--- src/rtl/dt_pkg.sv ---
// Shared types and constants for the ticket/coin dispense controller.
// Holds the FSM state encoding, coin denominations and hop_fire bit positions.
package dt_pkg;

  typedef enum logic [2:0] {
    IDLE,
    TKT_FIRE,
    TKT_WAIT,
    COIN_SEL,
    COIN_FIRE,
    COIN_WAIT,
    DONE,
    FAULT
  } state_t;

  localparam logic [7:0] COIN10 = 8'd10;
  localparam logic [7:0] COIN5  = 8'd5;
  localparam logic [7:0] COIN1  = 8'd1;

  localparam int HOP10 = 2;
  localparam int HOP5  = 1;
  localparam int HOP1  = 0;

  // Value in yuan of a one-hot hopper select; zero when nothing is selected.
  function automatic logic [7:0] coin_value(input logic [2:0] sel);
    if (sel[HOP10]) return COIN10;
    if (sel[HOP5])  return COIN5;
    if (sel[HOP1])  return COIN1;
    return 8'd0;
  endfunction

endpackage

--- src/rtl/item_timer.sv ---
// Per-item acknowledge timeout plus retry bookkeeping, shared by ticket and coin waits.
// expired is combinational in the last wait cycle; retry_ok means another fire attempt is allowed.
module item_timer #(
  parameter int TIMEOUT = 16,
  parameter int RETRIES = 2
) (
  input  logic clk,
  input  logic rst,
  input  logic clr,
  input  logic run,
  input  logic retry_clr,
  input  logic retry_inc,
  output logic expired,
  output logic retry_ok
);

  localparam int CW = $clog2(TIMEOUT + 1);
  localparam int RW = (RETRIES > 0) ? $clog2(RETRIES + 1) : 1;

  logic [CW-1:0] cnt;
  logic [RW-1:0] retries;

  always_ff @(posedge clk) begin
    if (rst) begin
      cnt     <= '0;
      retries <= '0;
    end else begin
      if (clr)
        cnt <= '0;
      else if (run && !expired)
        cnt <= cnt + 1'b1;
      if (retry_clr)
        retries <= '0;
      else if (retry_inc)
        retries <= retries + 1'b1;
    end
  end

  // TIMEOUT wait cycles elapse when the count reaches TIMEOUT on this cycle.
  assign expired  = run && (cnt == CW'(TIMEOUT - 1));
  assign retry_ok = (retries < RW'(RETRIES));

endmodule

--- src/rtl/dispense_ctrl.sv ---
// Issues tickets then greedy change (10/5/1) one item per fire/ack handshake, with timeout and retry.
// Takes one request at a time (req_ready only in IDLE); unrecoverable dispense errors park in FAULT until rst.
module dispense_ctrl
  import dt_pkg::*;
#(
  parameter int TIMEOUT = 16,
  parameter int RETRIES = 2
) (
  input  logic       clk,
  input  logic       rst,
  input  logic       req_valid,
  input  logic [1:0] req_ticket,
  input  logic [7:0] req_change,
  output logic       req_ready,
  output logic       tkt_fire,
  input  logic       tkt_ack,
  output logic [2:0] hop_fire,
  input  logic       hop_ack,
  input  logic [2:0] hop_empty,
  output logic       done,
  output logic       fault,
  output logic [1:0] tkt_left,
  output logic [7:0] chg_left
);

  state_t     state, nxt;
  logic [2:0] sel, pick;
  logic [7:0] coin_val;
  logic       ack_ok, expired, retry_ok;
  logic       tmr_clr, tmr_run, retry_clr, retry_inc;

  assign coin_val  = coin_value(sel);
  assign tmr_clr   = (state == TKT_FIRE) || (state == COIN_FIRE);
  assign tmr_run   = (state == TKT_WAIT) || (state == COIN_WAIT);
  assign ack_ok    = ((state == TKT_WAIT) && tkt_ack) || ((state == COIN_WAIT) && hop_ack);
  assign retry_clr = (state == IDLE) || ack_ok;
  assign retry_inc = expired && !ack_ok && retry_ok;

  item_timer #(
    .TIMEOUT (TIMEOUT),
    .RETRIES (RETRIES)
  ) u_timer (
    .clk       (clk),
    .rst       (rst),
    .clr       (tmr_clr),
    .run       (tmr_run),
    .retry_clr (retry_clr),
    .retry_inc (retry_inc),
    .expired   (expired),
    .retry_ok  (retry_ok)
  );

  // Largest coin that fits the remaining change and whose hopper is not empty.
  always_comb begin
    pick = '0;
    if (chg_left >= COIN10 && !hop_empty[HOP10])
      pick[HOP10] = 1'b1;
    else if (chg_left >= COIN5 && !hop_empty[HOP5])
      pick[HOP5] = 1'b1;
    else if (chg_left >= COIN1 && !hop_empty[HOP1])
      pick[HOP1] = 1'b1;
  end

  always_ff @(posedge clk) begin
    if (rst)
      state <= IDLE;
    else
      state <= nxt;
  end

  always_comb begin
    nxt       = state;
    req_ready = 1'b0;
    tkt_fire  = 1'b0;
    hop_fire  = 3'b000;
    done      = 1'b0;
    fault     = 1'b0;
    case (state)
      IDLE: begin
        req_ready = 1'b1;
        if (req_valid) begin
          if (req_ticket != 2'd0)
            nxt = TKT_FIRE;
          else if (req_change != 8'd0)
            nxt = COIN_SEL;
          else
            nxt = DONE;
        end
      end
      TKT_FIRE: begin
        tkt_fire = 1'b1;
        nxt      = TKT_WAIT;
      end
      TKT_WAIT: begin
        if (tkt_ack) begin
          if (tkt_left > 2'd1)
            nxt = TKT_FIRE;
          else if (chg_left != 8'd0)
            nxt = COIN_SEL;
          else
            nxt = DONE;
        end else if (expired) begin
          nxt = retry_ok ? TKT_FIRE : FAULT;
        end
      end
      COIN_SEL: nxt = (pick != 3'b000) ? COIN_FIRE : FAULT;
      COIN_FIRE: begin
        hop_fire = sel;
        nxt      = COIN_WAIT;
      end
      COIN_WAIT: begin
        if (hop_ack)
          nxt = (chg_left != coin_val) ? COIN_SEL : DONE;
        else if (expired)
          nxt = retry_ok ? COIN_FIRE : FAULT;
      end
      DONE: begin
        done = 1'b1;
        nxt  = IDLE;
      end
      FAULT: fault = 1'b1;
      default: nxt = IDLE;
    endcase
  end

  // Remaining counts only move on accept and on a sampled ack, so FAULT freezes them.
  always_ff @(posedge clk) begin
    if (rst) begin
      tkt_left <= '0;
      chg_left <= '0;
      sel      <= '0;
    end else begin
      case (state)
        IDLE: begin
          if (req_valid) begin
            tkt_left <= req_ticket;
            chg_left <= req_change;
          end
        end
        TKT_WAIT:  if (tkt_ack) tkt_left <= tkt_left - 2'd1;
        COIN_SEL:  sel <= pick;
        COIN_WAIT: if (hop_ack) chg_left <= chg_left - coin_val;
        default: ;
      endcase
    end
  end

endmodule

--- config.mk ---
export PLATFORM = sky130hd
export DESIGN_NAME = dispense_ctrl
export DESIGN_NICKNAME = d
export VERILOG_FILES = /design/src/rtl/dt_pkg.sv /design/src/rtl/item_timer.sv /design/src/rtl/dispense_ctrl.sv
export SDC_FILE = /design/constraint.sdc
export NUM_CORES = 1
export LEC_CHECK = 0
export CAP_MARGIN = 30
export CORE_UTILIZATION = 46
export DETAILED_ROUTE_END_ITERATION = 7
export PLACE_DENSITY = 0.77
export SETUP_SLACK_MARGIN = 0.2
export SYNTH_ARGS = -nofsm -noshare
export SYNTH_HDL_FRONTEND = slang
export SYNTH_SLANG_ARGS = --single-unit
--- constraint.sdc ---
create_clock -name clk -period 1.7 [get_ports clk]
set_input_delay 0.34 -clock clk [delete_from_list [all_inputs] [get_ports clk]]
set_output_delay 0.34 -clock clk [all_outputs]
set_load 0.05 [all_outputs]
==> impl_metrics.tcl <==
set metrics [dict create \
    syn-cell-area_um2 1604 \
    tritoncts "built" \
    hp-start "chg_left[0]" \
    power_density_nw_per_um2 1878 \
    slew_viol_final 0 \
    yosysSeqAreaShare_pct 28.71 \
    fin_skew_ns 0.004026 \
    place_congestion 0.9273 \
    syn_nets 236 \
    io_buffer_count 34 \
    drtIter0Drc 206 \
    crit_path_max_incr_delay_ns 0.60 \
    clockBufferDepth 2 \
    grt_usage_pct 34.38 \
    dpl_worst_slack_ns -0.3087 \
    yosysTopAreaCell "dfxtp_1" \
    syn-mean-instance-area_um2 7.638 \
    crit_top_cell "buf_4" \
    yosysUniqueCellTypes 48 \
    pwr-share-seq_pct 16.2 \
    numCtsBuffers 3 \
    arrival_ns 2.27 \
    holdPathStages 2 \
    synth-async-reset-ratio_pct 0 \
    cts-hold-fix-buffers 0 \
    setup_ws_ns -0.2818 \
    antenna_found_initial 0 \
    reg2reg_to "state[2]" \
    cts-htree-levels 1 \
    syn_inst 210 \
    wl_um 8044 \
    start_kind "flop" \
    grt-ovfl-total 0 \
    hpwl_um 3996 \
    hold_class "flop to flop" \
    power.internal_uw 2901 \
    synth-simple-area-share_pct 29.02 \
    cp.required_ns 1.98 \
    rows 21 \
    insertedDiodeCount 0 \
    synth_compound_area_share_pct 28.08 \
    worst-setup-path-type "flop to flop" \
    die_area_um2 3727 \
    comb_power_share_pct 78.6 \
    synth_area_leaders "dfxtp_1, a21oi_1, nor2_1, ha_1, o21ai_0" \
    initial_core_util_pct 48.07 \
    layout.nets 338 \
    rsz0062_at_grt "true" \
    p_clk_share_pct 5.2 \
    viasPerCell 6.431 \
    synth-adder-area-share_pct 6.708 \
    finalHoldViolCount 0 \
    grt_pass1_wl_um 9397 \
    dieWidth_um 61.05 \
    core-area_um2 3337 \
    crit_buf_inv 2 \
    drc 0 \
    ys_ff_latch 23 \
    ant_nets 0 \
    fin_crit_ns 1.982 \
    slowest_stage "or4_4" \
    cts.clk_slew.worst_paths_ns 0.15 \
    crit_cells 7 \
    drive_above_1_share_pct 56.27 \
    die_height_um 61.05 \
    yosysTopAreaCellShare_pct 28.71 \
    fmax_mhz 504.6 \
    ios 35 \
    hold_ws_ns 0.5429 \
    routedWlPerCell_um 22.53 \
    crit_chain "or4_4 -> buf_4 -> buf_4 -> o21ai_1 -> a211oi_1 -> a21oi_1 -> o21a_1" \
    yosysWarnings 0 \
    worst_slew_pin_slew_ns 0.4270 \
    worstReg2RegStart "chg_left[7]" \
    cts_root_buffer "clkbuf_4" \
    synth_edf_count 0 \
    status "finished, violations left" \
    critPathTopFamily "compound AO/OA/AOI/OAI gates" \
    synth-main-ff-cell "dfxtp_1" \
    via_count 2296 \
    max-cap-violations 0 \
    clock_latency_ns 0.33 \
    synth_top_family_by_area "simple AND/OR/NAND/NOR gates" \
    vdd_drop_max_v 0.001568 \
    dr.pass1.iters 5 \
    synth_most_common_cell "nor2_1" \
    worstPathMaxFanout 4 \
    tns_ns -1.805 \
    synth_xor_area_share_pct 2.184 \
    total_power_uw 5701 \
    setup_viol_count_final 14 \
    slew_headroom_pct 71.15 \
    grt_max_degree 13 \
    final_util_pct 90.96 \
    critical_path.endpoint_type "flop" \
    areaGrowthSynthToFinish_pct 89.24 \
    r2r_setup_slack_ns -0.28 \
    fin_crit_sh_pct 116.6 \
    violations "setup timing" \
    leakage_uw 0.001202 \
    grt_pass1_vias 2017 \
    cts_num_sinks 23 \
    synth_commonest_cells "nor2_1, dfxtp_1, a21oi_1, nand2_1, o21ai_0" \
    synthMuxAreaShare_pct 1.248 \
    power.switching_uw 2800 \
    hold_path_end "chg_left[0]" \
    reg2reg_depth 7 \
    sw_frac_of_total_pct 49.11 \
]
cell type report:
cell class / instances / area (µm²)
Timing Repair Buffer: 107 / 994.7
Multi-Input combinational cell: 170 / 1429
Tap cell: 46 / 57.56
Inverter: 7 / 28.78
Fill cell: 146 / 301.5
Sequential cell: 23 / 499.2
Clock buffer: 4 / 26.28
logic make-up (layout without fill, tap and decap cells):
family | Yosys count | count (layout)
AO/OA/AOI/OAI | 68 | 68
XOR/XNOR | 4 | 4
adder cells (fa/ha/maj) | 8 | 8
buffers and inverters | 17 | 118
flip-flops | 23 | 23
multiplexers | 2 | 2
AND/OR/NAND/NOR | 88 | 88
worst reg2reg max path, cell delays in order (launching register included):
cell      delay, ns
dfxtp_2        0.36
or4_4          0.60
buf_4          0.18
buf_4          0.14
o21ai_1        0.16
a211oi_1       0.11
a21oi_1        0.24
o21a_1         0.15
flip-flops by register name (all words and copies together), names as in the netlist:
register / count
chg_left: 8
u_timer.cnt: 5
sel: 3
state: 3
tkt_left: 2
u_timer.retries: 2
power by group through the flow:
| stage | logic (µW) | registers, µW | clock network [µW] |
|---|---|---|---|
| floorplan | 1760 | 1180 | 0 |
| global placement | 3100 | 921 | 0 |
| detailed placement | 3170 | 930 | 0 |
| CTS | 3750 | 901 | 275 |
| global route | 4650 | 935 | 292 |
| finish | 4480 | 924 | 294 |
metrics by stage:
stage               instance area [µm²]  cells
floorplan                          1815    210
global placement                   2515    328
detailed placement                 2515    328
CTS                                2839    349
global route                       3035    357
finish                             3035    357
cells in the final DEF, fill, tap and decap left out, types with 4 or more instances in the layout:
cell type | synthesis | routed
buf_4 | 0 | 65
buf_6 | 0 | 19
nor2_1 | 26 | 18
clkdlybuf4s50_1 | 0 | 17
a21oi_1 | 21 | 16
nand2_1 | 16 | 13
dfxtp_4 | 0 | 8
dfxtp_1 | 23 | 8
dfxtp_2 | 0 | 7
o21ai_1 | 0 | 6
o21ai_0 | 15 | 6
ha_4 | 0 | 6
inv_1 | 7 | 5
and2_4 | 0 | 5
a211oi_1 | 8 | 5
nor2_2 | 0 | 5
nand4_1 | 4 | 4
or4_1 | 4 | 4
a21oi_2 | 0 | 4
buf_12 | 0 | 4
how the worst max path moves through the flow:
stage	start	end	slack, ns
6_report	chg_left[7]	state[2]	-0.28
2_1_floorplan	chg_left[5]	state[1]	-0.13
5_1_grt	u_timer.cnt[1]	state[1]	-0.36
3_3_place_gp	req_change[7]	state[0]	-0.28
4_1_cts	chg_left[4]	state[1]	-0.14
3_5_place_dp	req_change[6]	state[2]	-0.31
metal layers:
metal  up-vias  track usage (%)  share of wire (%)  wire length [µm]
li1        980                -                  -                 -
met1      1058            44.10                 38              3023
met2       194            59.01                 47              3815
met3        64            2.941                8.6               695
met4         0            14.94                6.3               510
met5         -                0                  0                 0
what timing repair did:
item	in CTS	in global routing
pin swaps	28	18
buffers inserted	16	8
gates cloned	1	0
resized for setup	41	31
endpoints found under the setup margin	28	30
(Power assumes the default switching activity.)
